[config.mk]
export PLATFORM = sky130hd
export DESIGN_NAME = mem_access_unit
export DESIGN_NICKNAME = d
export VERILOG_FILES = /design/src/rtl/mem_access_pkg.sv /design/src/rtl/wait_timer.sv /design/src/rtl/mem_access_unit.sv
export SDC_FILE = /design/constraint.sdc
export NUM_CORES = 1
export LEC_CHECK = 0
export ABC_AREA = 1
export CORE_AREA = 5 5 104 106
export CTS_BUF_LIST = sky130_fd_sc_hd__clkbuf_4 sky130_fd_sc_hd__clkbuf_8
export CTS_CLUSTER_SIZE = 25
export DETAILED_ROUTE_END_ITERATION = 8
export DIE_AREA = 0 0 109 111
export DONT_BUFFER_PORTS = 1
export GPL_ROUTABILITY_DRIVEN = 0
export MAX_ROUTING_LAYER = met4
export PLACE_DENSITY = 0.65
export SYNTH_ARGS = -nofsm -noshare
export SYNTH_HDL_FRONTEND = slang
export SYNTH_SLANG_ARGS = --single-unit
[constraint.sdc]
create_clock -name clk -period 3.4 [get_ports clk]
set_input_delay 0.68 -clock clk [delete_from_list [all_inputs] [get_ports clk]]
set_output_delay 0.68 -clock clk [all_outputs]
set_load 0.01 [all_outputs]
[src/rtl/mem_access_pkg.sv]
// Shared FSM encoding, timer width and bus-error read data for the memory access unit.
// Used by mem_access_unit and wait_timer.
package mem_access_pkg;

  typedef enum logic [1:0] {
    ST_IDLE = 2'd0,
    ST_REQ  = 2'd1,
    ST_DONE = 2'd2
  } state_t;

  localparam logic [31:0] BUS_ERR_DATA = 32'hFFFF_FFFF;
  localparam int          TIMER_W      = 8;

  function automatic logic [TIMER_W-1:0] expire_count(input int timeout);
    return TIMER_W'(timeout - 1);
  endfunction

endpackage

[src/rtl/wait_timer.sv]
// Counts REQ cycles without an acknowledge and flags the last permitted cycle.
module wait_timer
  import mem_access_pkg::*;
#(
  parameter int TIMEOUT = 64
) (
  input  logic clk,
  input  logic reset,
  input  logic clear,
  input  logic enable,
  output logic expire
);

  logic [TIMER_W-1:0] count;

  always_ff @(posedge clk) begin
    if (reset) begin
      count <= '0;
    end else if (clear) begin
      count <= '0;
    end else if (enable) begin
      count <= count + TIMER_W'(1);
    end
  end

  // High during the cycle in which a missing ack ends the access.
  assign expire = (count == expire_count(TIMEOUT));

endmodule

[src/rtl/mem_access_unit.sv]
// Bridges CPU MemRead/MemWrite to a single-outstanding request/ack memory bus with timeout.
// Optional MEM_ALIGN_CHECK_EN: misaligned accesses skip the bus and pulse align_err.
module mem_access_unit
  import mem_access_pkg::*;
#(
  parameter int TIMEOUT = 64
) (
  input  logic        clk,
  input  logic        reset,
  input  logic [31:0] cpu_addr,
  input  logic [31:0] cpu_wdata,
  input  logic        cpu_read,
  input  logic        cpu_write,
  output logic [31:0] cpu_rdata,
  output logic        cpu_stall,
  output logic        mem_req,
  output logic        mem_we,
  output logic [29:0] mem_addr,
  output logic [31:0] mem_wdata,
  input  logic        mem_ack,
  input  logic [31:0] mem_rdata,
  output logic        bus_err,
  output logic        align_err
);

  state_t state;
  state_t next_state;

  logic accept;
  logic misaligned;
  logic timer_clear;
  logic timer_enable;
  logic timer_expire;
  logic ack_hit;
  logic timeout_hit;

  assign accept = (state == ST_IDLE) && (cpu_read || cpu_write);

`ifdef MEM_ALIGN_CHECK_EN
  assign misaligned = accept && (cpu_addr[1:0] != 2'b00);
`else
  logic unused_addr_bits;
  assign misaligned       = 1'b0;
  assign unused_addr_bits = ^cpu_addr[1:0];
`endif

  assign ack_hit      = (state == ST_REQ) && mem_ack;
  assign timeout_hit  = (state == ST_REQ) && !mem_ack && timer_expire;
  assign timer_clear  = (state != ST_REQ);
  assign timer_enable = (state == ST_REQ) && !mem_ack;

  wait_timer #(
    .TIMEOUT(TIMEOUT)
  ) u_wait_timer (
    .clk   (clk),
    .reset (reset),
    .clear (timer_clear),
    .enable(timer_enable),
    .expire(timer_expire)
  );

  always_ff @(posedge clk) begin
    if (reset) begin
      state <= ST_IDLE;
    end else begin
      state <= next_state;
    end
  end

  always_comb begin
    next_state = state;
    unique case (state)
      ST_IDLE: begin
        if (misaligned) begin
          next_state = ST_DONE;
        end else if (accept) begin
          next_state = ST_REQ;
        end
      end
      ST_REQ: begin
        if (ack_hit || timeout_hit) begin
          next_state = ST_DONE;
        end
      end
      ST_DONE: next_state = ST_IDLE;
      default: next_state = ST_IDLE;
    endcase
  end

  // The stall rises in the same cycle a request appears so the controller never advances past it.
  always_comb begin
    cpu_stall = 1'b0;
    mem_req   = 1'b0;
    unique case (state)
      ST_IDLE: cpu_stall = accept;
      ST_REQ: begin
        cpu_stall = 1'b1;
        mem_req   = 1'b1;
      end
      ST_DONE: cpu_stall = 1'b0;
      default: cpu_stall = 1'b0;
    endcase
  end

  always_ff @(posedge clk) begin
    if (reset) begin
      mem_we    <= 1'b0;
      mem_addr  <= '0;
      mem_wdata <= '0;
    end else if (accept) begin
      mem_we    <= cpu_write;
      mem_addr  <= cpu_addr[31:2];
      mem_wdata <= cpu_wdata;
    end
  end

  // Read data only moves on a completed or timed-out read; error flags live for the DONE cycle.
  always_ff @(posedge clk) begin
    if (reset) begin
      cpu_rdata <= '0;
      bus_err   <= 1'b0;
      align_err <= 1'b0;
    end else begin
      bus_err   <= timeout_hit;
      align_err <= misaligned;
      if (ack_hit && !mem_we) begin
        cpu_rdata <= mem_rdata;
      end else if (timeout_hit && !mem_we) begin
        cpu_rdata <= BUS_ERR_DATA;
      end
    end
  end

endmodule

Word-level counts from Yosys, hierarchy flattened:

Index checks and enable logic that the tools add are counted.
W data, S select, Z words.

* muxes and demuxes: 7
* $add $sub $neg: 1
* reduce and logical (&&, ||, !) cells: 14
* equal/unequal tests: 5

Operators by type and width (count)
* $mux W32: 2
* $add A8 B1 Y8 const B: 1
* $eq A8 B6 Y1 const B: 1
* $logic_and A1 B1 Y1: 6
* $mux W2: 2
* $ne A2 B1 Y1 const B: 2
* $pmux W2 S2: 1
* $eq A2 B1 Y1 const B: 1
* $logic_not A1 Y1: 2
* $logic_not A2 Y1: 1
* $logic_or A1 B1 Y1: 2
* $ne A2 B2 Y1 const B: 1
* $pmux W1 S2: 1
* $reduce_and A2 Y1: 1
* $reduce_bool A2 Y1: 1
* $reduce_or A2 Y1: 1
* $mux W1: 1

* logic and storage cells: 34
* flip-flop bits (word level): 106
* input port bits: 101

Longest topological paths before layout:

* word-level depth: 6
* mapped depth: 9
* mapped depth without buffers: 8

By module:

Synthesis repeated with hierarchy kept, for this count alone.

* cells, all modules: 559
* area, all modules: 4156.5 um^2

Modules (own cells, without submodules)
* mem_access_unit: area an instance 3773.6 um^2, cells an instance 505, times used 1
* wait_timer: area an instance 382.9 um^2, cells an instance 54, times used 1

Worst setup path before layout:

OpenSTA, ideal clock, no wires.

* kind: input to output
* start: input cpu_write
* end: output cpu_stall
* arrival time: 1.162 ns
* path buffers: 1
* data required time: 2.720 ns
* stages: 3
* slack: 1.558 ns
* path through: o21ai_2 > clkbuf_1 > nand2_1

* word-level cells in the longest chain between the ends: 3

RTL lines
* start, declared: RTL line mem_access_unit.sv:13 `input logic cpu_write,`
* $logic_or A1 B1 Y1: RTL line mem_access_unit.sv:37 `assign accept = (state == ST_IDLE) && (cpu_read || cpu_write);`
* $logic_and A1 B1 Y1: RTL line mem_access_unit.sv:37
* $pmux W1 S2: RTL line mem_access_unit.sv:94 `unique case (state)`
* end, declared: RTL line mem_access_unit.sv:15 `output logic cpu_stall,`

No other way between the ends.

Worst setup path after layout:

* start: register state[1]
* end: output cpu_stall

* word-level cells in the longest chain between the ends: 3

RTL lines
* start, declared: RTL line mem_access_unit.sv:26 `state_t state;`
* start signal, assigned: RTL line mem_access_unit.sv:66 `state <= next_state;`
* $logic_not A2 Y1: RTL line mem_access_unit.sv:37, mem_access_unit.sv:94
* $logic_and A1 B1 Y1: RTL line mem_access_unit.sv:37
* $pmux W1 S2 (*): RTL line mem_access_unit.sv:94

Mark *: on every way between the ends. The rest lies on a longest branch, timed or not.

==> results.md <==
* Status: completed
* DR iter-0 viols at 227
* Pwr dens at 592.0 nW/um^2
* Hold crit path type: input pin to register
* Die W at 109 microns
* Nets at 671
* Final hold violation count at 0
* CP Class: register to output pin
* Core Footprint at approximately 9700 sq um
* Setup crit end kind: output pin
* Syn Nets at 691
* Unrepaired setup endpoints after global routing: no
* 1st-pass router iterations at 4
* Post-synth top cells: nor2_1, dfxtp_1, inv_1
* Fin. max-slew vios at 0
* Die area at 12100 sq um
* Area Overhead vs Synth at 5.437%
* Largest net degree at the start of global routing at 65
* Number of synthesized flops with an enable pin at 0
* R2R depth at 7
* Sequential fraction of the synthesis area at roughly half
* Synth area leader: dfxtp_1
* Initial antenna violation count at 4
* Hold depth at 1
* Vias in the first global route at around 3.2k
* Final setup fails at 0
* Hold Startpoint: reset
* Yosys warns at 0
* Post-CTS setup buffers at 0
* Peak supply drop at 0.0002481 V
* Met1 WL at 3777 microns
* Die height at 111 microns
* Worst setup startpoint: state[1]
* Synth area leaders: dfxtp_1, nor2_1, o21ai_0
* Clock Pin Slew Worst Setup and Hold Paths at 0.09 ns
* Most frequent cell after synthesis: nor2_1
* Initial core utilization at 44.20%
* Routed WL at slightly above 10000 microns
* Mapped Cells at 589
* Final WS setup at 1.556 ns
* WL met2 at 4732 microns
* CTS H-tree lvls at 3
* CTS buffer count at 9
* Post-route setup TNS at 0 ns
* Vias/cell at 4.796
* Top layer reached by signal wires: met4
* Clk sinks at 106
* Final period utilization at 54.24%
* Metal3 WL at 1464 microns
* Max Fanout on Critical Path at 8
* Mapped Area at 4280 sq um
* Relative slew slack at 51.00%
* GRT Total Usage at 16.49%
* Worst EP required at 2.72 ns
* Yosys reg bits at 106
* Remaining antenna violation count after routing at 0
* I/O Buffers at 0
* Worst Skew at between 0.01 and 0.015 ns
* Worst hold slack at about 0.39 ns
* CP Launch Type: register
* CTS Buffer Depth at 2
* Number of max-cap violations at 0
* Clk Latency, worst-skew pair at around 0.35 ns
* Post-synth ARST share at 0%
* Detailed placement HPWL at 7335 microns
* Grt ovf at 0
* Top-area cell type share of the netlist area at ~50%
* Via count at 3410
* First-pass GRT wire length at 15550 microns
* Primary FF master, synth: dfxtp_1
* Row Count at 36
* Measured slew at the worst slew-check pin at approximately 0.73 ns
* Min Tclk post-route at 1.844 ns
* Mapped Avg Cell Area at 7.267 sq um
* Post-CTS sizing at 0
* Reg2Reg Launch Point: state[0]
* Pre-CTS WS at 1.362 ns
* TritonCTS clock tree: yes
* Boundary pin count at 200
* Worst EP arrival at 1.16 ns
* DRC at 0
* Hold buffer count at cts at 0
* Yosys cell types at 28
* Routed WL per cell at 14.25 microns
* P_leak at 0.002189 uW
* FMAX at 542.3 MHz
* Root Buffer: clkbuf_8
* Layout cell share with drive strength beyond 1 at around 7.3%
state kept, by name, summed over array words and instances, names as in the netlist:
name / cells
mem_wdata: 32
u_wait_timer.count: 8
mem_addr: 30
cpu_rdata: 32
state: 2
bus_err: 1
mem_we: 1
critical path: stages, from the launching register on:
cell and delay, ns:
dfxtp_1 0.37, nor2_2 0.19, o21ai_4 0.12, nand2_1 0.14
final cells by class:
class	count	area [sq um]
clock buffers	11	145.1
multi-input cells	374	1689
well taps	133	166.4
fillers	987	5171
flip-flops and latches	106	2122
clock inverters	5	77.57
inverters	76	287.8
diodes	4	10.01
repair buffers	2	15.01
power by group:
part,total [uW],internal (uW),switching (uW)
Sequential,1510,1360,145
Clock,846,441,405
Combinational,316,111,206
Total,2670,1920,756
through the flow:
| step | utilization (%) | total power, uW | cells | cell area [sq um] |
|---|---|---|---|---|
| after floorplan | - | 1800 | 589 | 4280 |
| after global placement | 44.20 | 1846 | 691 | 4280 |
| after detailed placement | 44.20 | 1866 | 691 | 4280 |
| after CTS | 46.50 | 2718 | 707 | 4503 |
| after global routing | 46.60 | 2832 | 711 | 4513 |
| final | 46.60 | 2672 | 711 | 4513 |
cell families after synthesis:
group | Yosys count | synth area share [%]
fa+ha+maj | 1 | 0.2923
other cells | 1 | 0.08761
compound gates | 73 | 8.682
flops | 106 | 49.58
xor+xnor | 1 | 0.2047
buf+inv | 109 | 11.14
simple gates | 298 | 30.02
metal layers:
layer,vias up,global-route usage [%]
li1,1752,-
met1,1497,16.84
met2,148,27.40
met3,13,7.804
met4,0,5.808
met5,-,-
placed cells by master (no fill, tap or decap), types with 3 or more instances in the layout:
master	n
a21oi_1	8
clkbuf_8	10
dfxtp_1	106
diode_2	4
inv_1	71
inv_2	3
nand2_1	54
nand3_1	24
nand3_2	11
nor2_1	196
nor2_4	3
nor3_1	3
o21ai_0	63
worst paths after layout:
path,slack (ns),to
hold / removal,0.39,state[0]
hold reg to reg,0.48,u_wait_timer.count[5]
setup reg to reg,1.62,cpu_rdata[11]
setup / recovery,1.56,cpu_stall
(Power assumes the default switching activity.)
